`config.mk`:
```
export PLATFORM = sky130hd
export DESIGN_NAME = sdram_port_arbiter_flat
export DESIGN_NICKNAME = d
export VERILOG_FILES = /design/src/rtl/sdram_port_arbiter_if.sv /design/src/rtl/sdram_port_arbiter.sv /design/src/flat_wrapper.sv
export SDC_FILE = /design/constraint.sdc
export NUM_CORES = 1
export LEC_CHECK = 0
export BUFFER_PORTS_ARGS = -buffer_cell sky130_fd_sc_hd__buf_2
export CELL_PAD_IN_SITES_DETAIL_PLACEMENT = 0
export CELL_PAD_IN_SITES_GLOBAL_PLACEMENT = 2
export CORE_MARGIN = 2
export CORE_UTILIZATION = 19
export DETAILED_ROUTE_END_ITERATION = 12
export GPL_ROUTABILITY_DRIVEN = 0
export PLACE_DENSITY_LB_ADDON = 0.1
export SLEW_MARGIN = 15
export SYNTH_ARGS = -nofsm -noshare
export SYNTH_HDL_FRONTEND = slang
export SYNTH_SLANG_ARGS = --single-unit
```
`constraint.sdc`:
```
create_clock -name clk -period 3.46 [get_ports clk]
set_input_delay 0.519 -clock clk [delete_from_list [all_inputs] [get_ports clk]]
set_output_delay 0.519 -clock clk [all_outputs]
set_load 0.02 [all_outputs]
```
`src/rtl/sdram_port_arbiter_if.sv`:
```
// Bundles the requester-side and SDRAM-side signals of sdram_port_arbiter.
// Latency: none. This is only wiring. The arbiter defines the timing.
// Backpressure: sd_ready_i gates gnt_o. A requester holds its fields until gnt_o.
interface sdram_port_arbiter_if #(
  parameter int NUM_PORTS = 4
);
  logic [NUM_PORTS-1:0]    req_i;
  logic [NUM_PORTS-1:0]    we_i;
  logic [NUM_PORTS*25-1:0] addr_i;
  logic [NUM_PORTS*16-1:0] wdata_i;
  logic [NUM_PORTS-1:0]    gnt_o;
  logic [NUM_PORTS-1:0]    rvalid_o;
  logic [15:0]             rdata_o;
  logic                    rlast_o;
  logic                    err_o;
  logic                    sd_ready_i;
  logic                    sd_valid_i;
  logic [15:0]             sd_data_i;
  logic                    sd_write_o;
  logic                    sd_read_o;
  logic [24:0]             sd_addr_o;
  logic [15:0]             sd_wdata_o;

  // Arbiter side
  modport slave (
    input  req_i, we_i, addr_i, wdata_i, sd_ready_i, sd_valid_i, sd_data_i,
    output gnt_o, rvalid_o, rdata_o, rlast_o, err_o,
    output sd_write_o, sd_read_o, sd_addr_o, sd_wdata_o
  );

  // Requester / SDRAM controller side
  modport master (
    output req_i, we_i, addr_i, wdata_i, sd_ready_i, sd_valid_i, sd_data_i,
    input  gnt_o, rvalid_o, rdata_o, rlast_o, err_o,
    input  sd_write_o, sd_read_o, sd_addr_o, sd_wdata_o
  );
endinterface

```
`src/rtl/sdram_port_arbiter.sv`:
```
// Round-robin arbiter sharing one SDRAM command channel, with in-order read-return routing.
// Latency: issue is combinational, req_i to gnt_o/sd_*_o. Read beats are registered, 1 cycle.
// Backpressure: no grant while sd_ready_i=0. Reads stall while the tag FIFO is full; writes still pass.
// Option: define SDRAM_ARB_PORT0_PRIO_EN to make port 0 strict priority over a ring of ports 1..N-1.
module sdram_port_arbiter #(
  parameter int NUM_PORTS    = 4,
  parameter int BURST_LENGTH = 4,
  parameter int TAG_DEPTH    = 8
) (
  input  logic                 clk,
  input  logic                 rst_n,
  sdram_port_arbiter_if.slave  bus
);
  localparam int TW = $clog2(NUM_PORTS);
  localparam int PW = $clog2(TAG_DEPTH);
  localparam int CW = PW + 1;
  localparam int BW = (BURST_LENGTH > 1) ? $clog2(BURST_LENGTH) : 1;
`ifdef SDRAM_ARB_PORT0_PRIO_EN
  // Port 0 sits outside the rotation, so the pointer starts on port 1.
  localparam logic [TW-1:0] RR_RST = TW'(1);
`else
  localparam logic [TW-1:0] RR_RST = '0;
`endif

  logic [TW-1:0]        rr_ptr_q, rr_ptr_d;
  logic [TW-1:0]        tag_mem_q [TAG_DEPTH];
  logic [PW-1:0]        wr_ptr_q, rd_ptr_q;
  logic [CW-1:0]        cnt_q, cnt_d;
  logic [BW-1:0]        beat_cnt_q;
  logic [NUM_PORTS-1:0] rvalid_q;
  logic [15:0]          rdata_q;
  logic                 rlast_q, err_q;

  logic [NUM_PORTS-1:0] elig;
  logic [TW-1:0]        winner, idx, head;
  logic                 found, accept, push, pop, full, empty, beat_ok, beat_last;

  assign full      = (cnt_q == CW'(TAG_DEPTH));
  assign empty     = (cnt_q == '0);
  assign elig      = bus.req_i & (bus.we_i | {NUM_PORTS{~full}});
  // Reset also masks the combinational issue path, so every output is quiet while rst_n is low.
  assign accept    = rst_n & bus.sd_ready_i & found;
  assign push      = accept & ~bus.we_i[winner];
  assign head      = tag_mem_q[rd_ptr_q];
  assign beat_ok   = bus.sd_valid_i & ~empty;
  assign beat_last = (beat_cnt_q == BW'(BURST_LENGTH - 1));
  assign pop       = beat_ok & beat_last;

  // Winner search upward from rr_ptr, and the pointer advance on accept
  always_comb begin
    found    = 1'b0;
    winner   = '0;
    idx      = '0;
    rr_ptr_d = rr_ptr_q;
`ifdef SDRAM_ARB_PORT0_PRIO_EN
    if (elig[0]) begin
      found = 1'b1;
    end else begin
      for (int i = 0; i < NUM_PORTS - 1; i++) begin
        idx = TW'(1 + ((int'(rr_ptr_q) - 1 + i) % (NUM_PORTS - 1)));
        if (!found && elig[idx]) begin
          found  = 1'b1;
          winner = idx;
        end
      end
    end
    if (rst_n && bus.sd_ready_i && found && winner != '0)
      rr_ptr_d = (winner == TW'(NUM_PORTS - 1)) ? TW'(1) : winner + TW'(1);
`else
    for (int i = 0; i < NUM_PORTS; i++) begin
      idx = TW'((int'(rr_ptr_q) + i) % NUM_PORTS);
      if (!found && elig[idx]) begin
        found  = 1'b1;
        winner = idx;
      end
    end
    if (rst_n && bus.sd_ready_i && found)
      rr_ptr_d = TW'((int'(winner) + 1) % NUM_PORTS);
`endif
  end

  // Command channel: the grant plus the winner's fields, all zero when nothing is accepted
  always_comb begin
    bus.gnt_o      = '0;
    bus.sd_write_o = 1'b0;
    bus.sd_read_o  = 1'b0;
    bus.sd_addr_o  = '0;
    bus.sd_wdata_o = '0;
    if (accept) begin
      bus.gnt_o[winner] = 1'b1;
      bus.sd_write_o    = bus.we_i[winner];
      bus.sd_read_o     = ~bus.we_i[winner];
      for (int k = 0; k < NUM_PORTS; k++) begin
        if (winner == TW'(k)) begin
          bus.sd_addr_o  = bus.addr_i[k*25 +: 25];
          bus.sd_wdata_o = bus.wdata_i[k*16 +: 16];
        end
      end
    end
  end

  // Tag FIFO occupancy. A simultaneous push and pop cancel out.
  always_comb begin
    cnt_d = cnt_q;
    case ({push, pop})
      2'b10:   cnt_d = cnt_q + CW'(1);
      2'b01:   cnt_d = cnt_q - CW'(1);
      default: cnt_d = cnt_q;
    endcase
  end

  // Tag storage holds no state that needs a reset value; the pointers define validity
  always_ff @(posedge clk) begin
    if (push) tag_mem_q[wr_ptr_q] <= winner;
  end

  // Pointers, beat counter, registered return path and sticky error
  always_ff @(posedge clk or negedge rst_n) begin
    if (!rst_n) begin
      rr_ptr_q   <= RR_RST;
      wr_ptr_q   <= '0;
      rd_ptr_q   <= '0;
      cnt_q      <= '0;
      beat_cnt_q <= '0;
      rvalid_q   <= '0;
      rdata_q    <= '0;
      rlast_q    <= 1'b0;
      err_q      <= 1'b0;
    end else begin
      rr_ptr_q <= rr_ptr_d;
      cnt_q    <= cnt_d;
      if (push) wr_ptr_q <= wr_ptr_q + PW'(1);
      if (pop)  rd_ptr_q <= rd_ptr_q + PW'(1);
      if (beat_ok) beat_cnt_q <= beat_last ? '0 : beat_cnt_q + BW'(1);
      rvalid_q <= beat_ok ? (NUM_PORTS'(1) << head) : '0;
      rdata_q  <= beat_ok ? bus.sd_data_i : '0;
      rlast_q  <= pop;
      // A beat with no outstanding tag is dropped and flagged until reset
      if (bus.sd_valid_i && empty) err_q <= 1'b1;
    end
  end

  assign bus.rvalid_o = rvalid_q;
  assign bus.rdata_o  = rdata_q;
  assign bus.rlast_o  = rlast_q;
  assign bus.err_o    = err_q;
endmodule

```
`src/flat_wrapper.sv`:
```
// flat-port wrapper written by rule: the top's interface ports become plain ports
module sdram_port_arbiter_flat 
#(
  parameter int NUM_PORTS    = 4,
  parameter int BURST_LENGTH = 4,
  parameter int TAG_DEPTH    = 8
)
  (clk, rst_n, bus_req_i, bus_we_i, bus_addr_i, bus_wdata_i, bus_sd_ready_i, bus_sd_valid_i, bus_sd_data_i, bus_gnt_o, bus_rvalid_o, bus_rdata_o, bus_rlast_o, bus_err_o, bus_sd_write_o, bus_sd_read_o, bus_sd_addr_o, bus_sd_wdata_o);
  sdram_port_arbiter_if #(.NUM_PORTS(NUM_PORTS)) bus_i ();
  input  logic clk;
  input  logic rst_n;
  input wire logic [$bits(bus_i.req_i)-1:0] bus_req_i;
  input wire logic [$bits(bus_i.we_i)-1:0] bus_we_i;
  input wire logic [$bits(bus_i.addr_i)-1:0] bus_addr_i;
  input wire logic [$bits(bus_i.wdata_i)-1:0] bus_wdata_i;
  input wire logic [$bits(bus_i.sd_ready_i)-1:0] bus_sd_ready_i;
  input wire logic [$bits(bus_i.sd_valid_i)-1:0] bus_sd_valid_i;
  input wire logic [$bits(bus_i.sd_data_i)-1:0] bus_sd_data_i;
  output wire logic [$bits(bus_i.gnt_o)-1:0] bus_gnt_o;
  output wire logic [$bits(bus_i.rvalid_o)-1:0] bus_rvalid_o;
  output wire logic [$bits(bus_i.rdata_o)-1:0] bus_rdata_o;
  output wire logic [$bits(bus_i.rlast_o)-1:0] bus_rlast_o;
  output wire logic [$bits(bus_i.err_o)-1:0] bus_err_o;
  output wire logic [$bits(bus_i.sd_write_o)-1:0] bus_sd_write_o;
  output wire logic [$bits(bus_i.sd_read_o)-1:0] bus_sd_read_o;
  output wire logic [$bits(bus_i.sd_addr_o)-1:0] bus_sd_addr_o;
  output wire logic [$bits(bus_i.sd_wdata_o)-1:0] bus_sd_wdata_o;
  assign bus_i.req_i = bus_req_i;
  assign bus_i.we_i = bus_we_i;
  assign bus_i.addr_i = bus_addr_i;
  assign bus_i.wdata_i = bus_wdata_i;
  assign bus_i.sd_ready_i = bus_sd_ready_i;
  assign bus_i.sd_valid_i = bus_sd_valid_i;
  assign bus_i.sd_data_i = bus_sd_data_i;
  assign bus_gnt_o = bus_i.gnt_o;
  assign bus_rvalid_o = bus_i.rvalid_o;
  assign bus_rdata_o = bus_i.rdata_o;
  assign bus_rlast_o = bus_i.rlast_o;
  assign bus_err_o = bus_i.err_o;
  assign bus_sd_write_o = bus_i.sd_write_o;
  assign bus_sd_read_o = bus_i.sd_read_o;
  assign bus_sd_addr_o = bus_i.sd_addr_o;
  assign bus_sd_wdata_o = bus_i.sd_wdata_o;
  sdram_port_arbiter #(.NUM_PORTS(NUM_PORTS), .BURST_LENGTH(BURST_LENGTH), .TAG_DEPTH(TAG_DEPTH)) u_core (.clk(clk), .rst_n(rst_n), .bus(bus_i));
endmodule
```
After elaboration in Yosys (flattened, before gate mapping):

Memories as Yosys holds them, arrays and structs flattened.
Index checks and enable logic that the tools add are counted.
Widths: inputs -> output; s select.

* bitwise logic cells: 10
* shifts and indexed selects: 1
* $add $sub $neg: 9
* reduce and logical (&&, ||, !) cells: 13
* muxes and demuxes: 39
* eq/ne operators: 7
* magnitude comparators: 6

Operator list (number)
* $mux 25: 5
* $mux 16: 6
* $lt 2x3->1 const B: 5
* $mux 1: 14
* $bmux 1 s2: 5
* $mux 2: 5
* $eq 2x2->1 const B: 4
* $mux 4: 2
* $pmux 4 s2: 1
* $logic_and 1x1->1: 7
* $add 2x1->2 const B: 3
* $add 3x1->3 const B: 2
* $and 1x1->1: 5
* $add 2x2->2 const B: 2
* $add 4x1->4 const B: 1
* $and 4x4->4: 1
* $eq 2x1->1 const B: 2
* $eq 4x4->1 const B: 1
* $logic_not 4->1: 1
* $or 4x4->4: 1
* $shl 1x2->4 const A: 1
* $sub 4x1->4 const B: 1
* $logic_not 1->1: 3
* $not 1->1: 3
* other kinds (4): 4

* bits in registers: 36
* memories: 1
* output and inout bits: 69
* word-level logic and storage cells: 95
* RAM bits: 16
* bits of input ports: 192

Memories
* u_core.tag_mem_q: words 8, width 2, rd ports 1, clocked after Yosys merged registers in 0, write ports 1, RTL line sdram_port_arbiter.sv:26 `logic [TW-1:0] tag_mem_q [TAG_DEPTH];`

Logic depth before layout (Yosys ltp):

* word-level depth: 22
* gate-level depth with buffers: 15

Worst setup path after synthesis:

Ideal clock, no wire load.

* kind: register to output
* start point: register u_core.cnt_q[2]
* end point: output bus_sd_addr_o[24]
* buffers on the path: 3
* arrival time: 3314 ps
* cell stages (with the launch flop): 13
* slack: -373 ps
* cell sequence: dfrtp_1 > or4b_1 > buf_6 > o21ai_4 > o22ai_2 > a2111oi_4 > inv_1 > ha_1 > clkbuf_1 > clkbuf_1 > o21ai_0 > nand2_1 > a21oi_1

* cells in the longest elaborated chain, start to end: 22
* elaborated cells between the ends (all ways): 36

RTL lines
* start: declaration: RTL line sdram_port_arbiter.sv:28 `logic [CW-1:0] cnt_q, cnt_d;`
* start signal: assignment: RTL line sdram_port_arbiter.sv:131 `cnt_q <= cnt_d;`
* $eq 4x4->1 (*): RTL line sdram_port_arbiter.sv:38 `assign full = (cnt_q == CW'(TAG_DEPTH));`
* $not 1->1 (*): RTL line sdram_port_arbiter.sv:40 `assign elig = bus.req_i & (bus.we_i | {NUM_PORTS{~full}});`
* $or 4x4->4 (*): RTL line sdram_port_arbiter.sv:40
* $and 4x4->4 (*): RTL line sdram_port_arbiter.sv:40
* $bmux 1 s2: RTL line sdram_port_arbiter.sv:72 `if (!found && elig[idx]) begin`
* $mux 1 (implied by the code): RTL line sdram_port_arbiter.sv:72
* $mux 1: RTL line sdram_port_arbiter.sv:72
* $logic_not 1->1: RTL line sdram_port_arbiter.sv:72
* (+5 left out)
* $logic_not 1->1: RTL line sdram_port_arbiter.sv:72
* $logic_and 1x1->1: RTL line sdram_port_arbiter.sv:72
* $mux 2 (*): RTL line sdram_port_arbiter.sv:72
* net u_core.winner[0]: RTL line sdram_port_arbiter.sv:35 `logic [TW-1:0] winner, idx, head;`
* $logic_not 2->1: RTL line sdram_port_arbiter.sv:94 `if (winner == TW'(k)) begin`
* $mux 25 (3 in series): RTL line sdram_port_arbiter.sv:94
* $mux 25 (*): RTL line sdram_port_arbiter.sv:94
* $mux 25 (*): RTL line sdram_port_arbiter.sv:89 `if (accept) begin`
* end: declaration: RTL line flat_wrapper.sv:26 `output wire logic [$bits(bus_i.sd_addr_o)-1:0] bus_sd_addr_o;`

The timed path passes the listed nets; every way through them passes the cells marked *. The select of a mux whose other input is x is not followed.

Worst setup path in the final report:

* start point: register u_core.cnt_q[1]
* end point: output bus_sd_addr_o[21]

The elaborated chain is that of the path after synthesis.

==> flow_metrics.env <==
export IMPL_run_status="complete, but fails checks"
export IMPL_failed_checks="negative setup slack"
export IMPL_crit_end="bus_sd_addr_o[21]"
export IMPL_cp_data_arrival_time_ns=3.35
export IMPL_cp_data_required_time_ns=2.94
export IMPL_postSynthAreaPerCell_um2=7.215
export IMPL_ys_flop_type="sky130_fd_sc_hd__dfrtp_1"
export IMPL_finalWorstSetupSlack_ns=-0.4126
export IMPL_synth_lib_cells_used_distinct=55
export IMPL_max_freq_mhz=258.2
export IMPL_clk_latency_ns=0.29
export IMPL_dpl_hpwl_um=12650
export IMPL_synth_top_cells_by_area="sky130_fd_sc_hd__dfrtp_1 22%, sky130_fd_sc_hd__nand2_1 16%, sky130_fd_sc_hd__edfxtp_1 12%"
export IMPL_htree_levels=2
export IMPL_ys_async_sr_fraction_pct=69.23
export IMPL_ff2ff_setup_slack_ns=-0.21
export IMPL_port_buffer_count=260
export IMPL_tritoncts="built"
export IMPL_layout_min_cycle_time_ns=3.873
export IMPL_yosysTopAreaCell="sky130_fd_sc_hd__dfrtp_1"
export IMPL_grt_first_pass_wirelength_um=24870
export IMPL_final_max_slew_violation_count=0
export IMPL_worst_setup_path_start_kind="flip-flop"
export IMPL_dp_cells=1102
export IMPL_ant_nets=0
export IMPL_critical_path_max_fanout=8
export IMPL_synthesis_warnings=0
export IMPL_start_util_pct=19.24
export IMPL_path_class="flip-flop to output port"
export IMPL_first_pass_iters=4
export IMPL_timing_critical_path_cells="or4b_4 > buf_6 > o21ai_4 > o22ai_2 > buf_4 > a2111oi_4 > inv_2 > buf_6 > ha_4 > buf_12 > clkbuf_16 > o21ai_1 > nand2_1 > a21oi_4 > buf_6"
export IMPL_finish_cell_count_without_fillers=1151
export IMPL_drtIter0Drc=103
export IMPL_area_added_between_synthesis_and_finish_pct=100.4
export IMPL_fp_coreArea_mm2=0.02089
export IMPL_worst_path_max_delay_cell="sky130_fd_sc_hd__or4b_4"
export IMPL_final_cell_area_mm2=0.008053
export IMPL_die_h_um=149.4
export IMPL_timing_hold_worst_class="input port to asynchronous set/reset pin"
export IMPL_cts_reportedPaths_clkPinSlew_ns=0.07
export IMPL_routed_wirelength_um=17530
export IMPL_most_frequent_cell_on_the_critical_path="sky130_fd_sc_hd__buf_6"
export IMPL_globalRouteOverflowTotal=0
export IMPL_max_vdd_ir_drop_uv=281.0
export IMPL_synth_edff_count=16
export IMPL_worstSetupEndpointType="output port"
export IMPL_setup_violations=56
export IMPL_syn_inst=557
export IMPL_numCtsBuffers=5
export IMPL_fin_skew_ns=0.008068
export IMPL_setup_repair_after_global_routing_missed_its_margin="yes"
export IMPL_synth_net_count=758
export IMPL_setup_total_negative_slack_ns=-16.38
export IMPL_wl_per_cell_um=15.23
export IMPL_cts_max_path_buffers=2
export IMPL_synth_cell_area_mm2=0.004019
export IMPL_first_global_vias=4864
export IMPL_power_density_mw_per_mm2=685.7
export IMPL_die_width_um=149.4
export IMPL_drive_gt1_share_pct=57.78
export IMPL_worstMarginPinSlew_ns=0.5168
export IMPL_post_route_util_pct=38.55
export IMPL_timing_max_cap_violations=0
export IMPL_grt_start_max_net_pins=33
export IMPL_antenna_found_initial=3
export IMPL_post_synth_most_frequent_cells="169 x sky130_fd_sc_hd__nand2_1, 86 x sky130_fd_sc_hd__a21oi_1, 53 x sky130_fd_sc_hd__nor2_1, 43 x sky130_fd_sc_hd__o21ai_0, 36 x sky130_fd_sc_hd__dfrtp_1"
export IMPL_most_frequent_cell_after_synthesis="sky130_fd_sc_hd__nand2_1"
export IMPL_crit_reg2reg_capture="u_core.cnt_q[2]"
export IMPL_placementRows=53
export IMPL_die_area_mm2=0.02233
export IMPL_final_hold_viol_count=0
export IMPL_layout_worst_path_cycle_share_pct=111.9
export IMPL_final_nets=1074
export IMPL_dpl_worst_slack_ns=-0.2450
export IMPL_io_pin_count=261
export IMPL_filler_cell_count=2205
export IMPL_critical_path_max_stage_delay_ns=0.55
export IMPL_grt_use_total_pct=14.04
export IMPL_worst_slew_margin_rel_pct=65.11
export IMPL_cts_hold_buffers_added=0
export IMPL_regToRegStartpoint="u_core.cnt_q[1]"
export IMPL_route_vias_total=5017
export IMPL_cts_root_buf="sky130_fd_sc_hd__clkbuf_16"
export IMPL_ff2ff_path_depth=17
export IMPL_cts_num_sinks=52
export IMPL_seq_area_frac_synth_pct=34.37
export IMPL_place_area_mm2=0.006588
export IMPL_route_detailed_vias_per_inst=4.359
export IMPL_power_leakage_nw=3.468
export IMPL_post_route_drc_count=0
export IMPL_synth_ff_latch_count=52
export IMPL_synth_top_cell_area_share_pct=22.42
export IMPL_crit_path_start="u_core.cnt_q[1]"
-- cell usage in the layout, fill, tap and decap left out, types with 19 or more instances in the layout --
| master | instances |
|---|---|
| sky130_fd_sc_hd__buf_2 | 214 |
| sky130_fd_sc_hd__nand2_1 | 150 |
| sky130_fd_sc_hd__buf_6 | 57 |
| sky130_fd_sc_hd__buf_4 | 49 |
| sky130_fd_sc_hd__nor2_1 | 42 |
| sky130_fd_sc_hd__a21oi_4 | 42 |
| sky130_fd_sc_hd__dfrtp_1 | 36 |
| sky130_fd_sc_hd__a21oi_1 | 34 |
| sky130_fd_sc_hd__o21ai_1 | 31 |
| sky130_fd_sc_hd__buf_12 | 19 |
-- final cells by class --
class	instances	area (um2)	area share [%]
diodes	2	5.005	0.06215
clock buffers	5	125.1	1.554
clock inverters	3	23.77	0.2952
inverters	7	31.28	0.3884
multi-input cells	454	3363	41.77
flip-flops and latches	52	1381	17.15
well taps	275	344.1	4.273
repair buffers	353	2779	34.51
-- worst min path at each step --
stage / slack, ns / cells past startpoint / endpoint / from
floorplan: 0.22 / 0 / u_core.beat_cnt_q[0] / rst_n
global placement: 0.38 / 1 / u_core.rr_ptr_q[1] / rst_n
detailed placement: 0.39 / 1 / u_core.rr_ptr_q[1] / rst_n
CTS: 0.07 / 1 / u_core.rr_ptr_q[1] / rst_n
global route: 0.06 / 1 / u_core.rr_ptr_q[1] / rst_n
finish: 0.06 / 1 / u_core.rr_ptr_q[1] / rst_n
-- worst max-delay path: cells and delay by family, from the launching register on --
family	cells	cell delay [ns]
buffers and inverters	7	0.99
AO/OA/AOI/OAI	5	0.85
AND/OR/NAND/NOR	2	0.67
flip-flops	1	0.38
adder cells (fa/ha/maj)	1	0.17
-- routing by layer --
layer	share of wire [%]	vias up	track usage (%)
li1	-	2525	-
met1	43	2319	16.99
met3	6.9	15	3.720
met2	49	158	25.09
met5	0	-	0
met4	1.2	0	2.714
-- sequential cells by signal, summed over array words and instances, names as in the netlist --
| register | cells |
|---|---|
| u_core.beat_cnt_q | 2 |
| u_core.bus.err_o | 1 |
| u_core.bus.rdata_o | 16 |
| u_core.bus.rlast_o | 1 |
| u_core.bus.rvalid_o | 4 |
| u_core.cnt_q | 4 |
| u_core.rd_ptr_q | 3 |
| u_core.rr_ptr_q | 2 |
| u_core.tag_mem_q | 16 |
| u_core.wr_ptr_q | 3 |
-- stage by stage --
step	hold WS [ns]	power [W]
finish	0.06272	0.005522
global route	0.06207	0.005932
CTS	0.06746	0.005062
detailed placement	0.3857	0.003954
global placement	0.3843	0.003925
floorplan	0.2234	0.003013
-- report_power, final --
group | leakage, nW | internal [W] | total [W] | switching, W
Clock | 0.0752 | 0.000274 | 0.000502 | 0.000228
Sequential | 0.596 | 0.000799 | 0.000981 | 0.000182
Combinational | 2.80 | 0.00200 | 0.00404 | 0.00204
-- timing repair --
action,4_1_cts,5_1_grt
endpoints found under the hold margin,0,0
resized for setup,153,73
setup buffers,21,14
cloned,3,10
pin swaps,23,35
endpoints found under the setup margin,53,66
-- kinds of logic (layout without fill, tap and decap cells) --
family	count (synthesis)	in the layout	synth area share, %
and+or+nand+nor	268	268	28.33
AOI/OAI and AO/OA	154	154	22.23
DFF	52	52	34.37
buffers and inverters	51	368	5.230
muxes	14	14	5.075
adders and majority gates	9	9	2.802
xor gates and xnor gates	9	9	1.961
other	0	2	0
(Power assumes the default switching activity.)
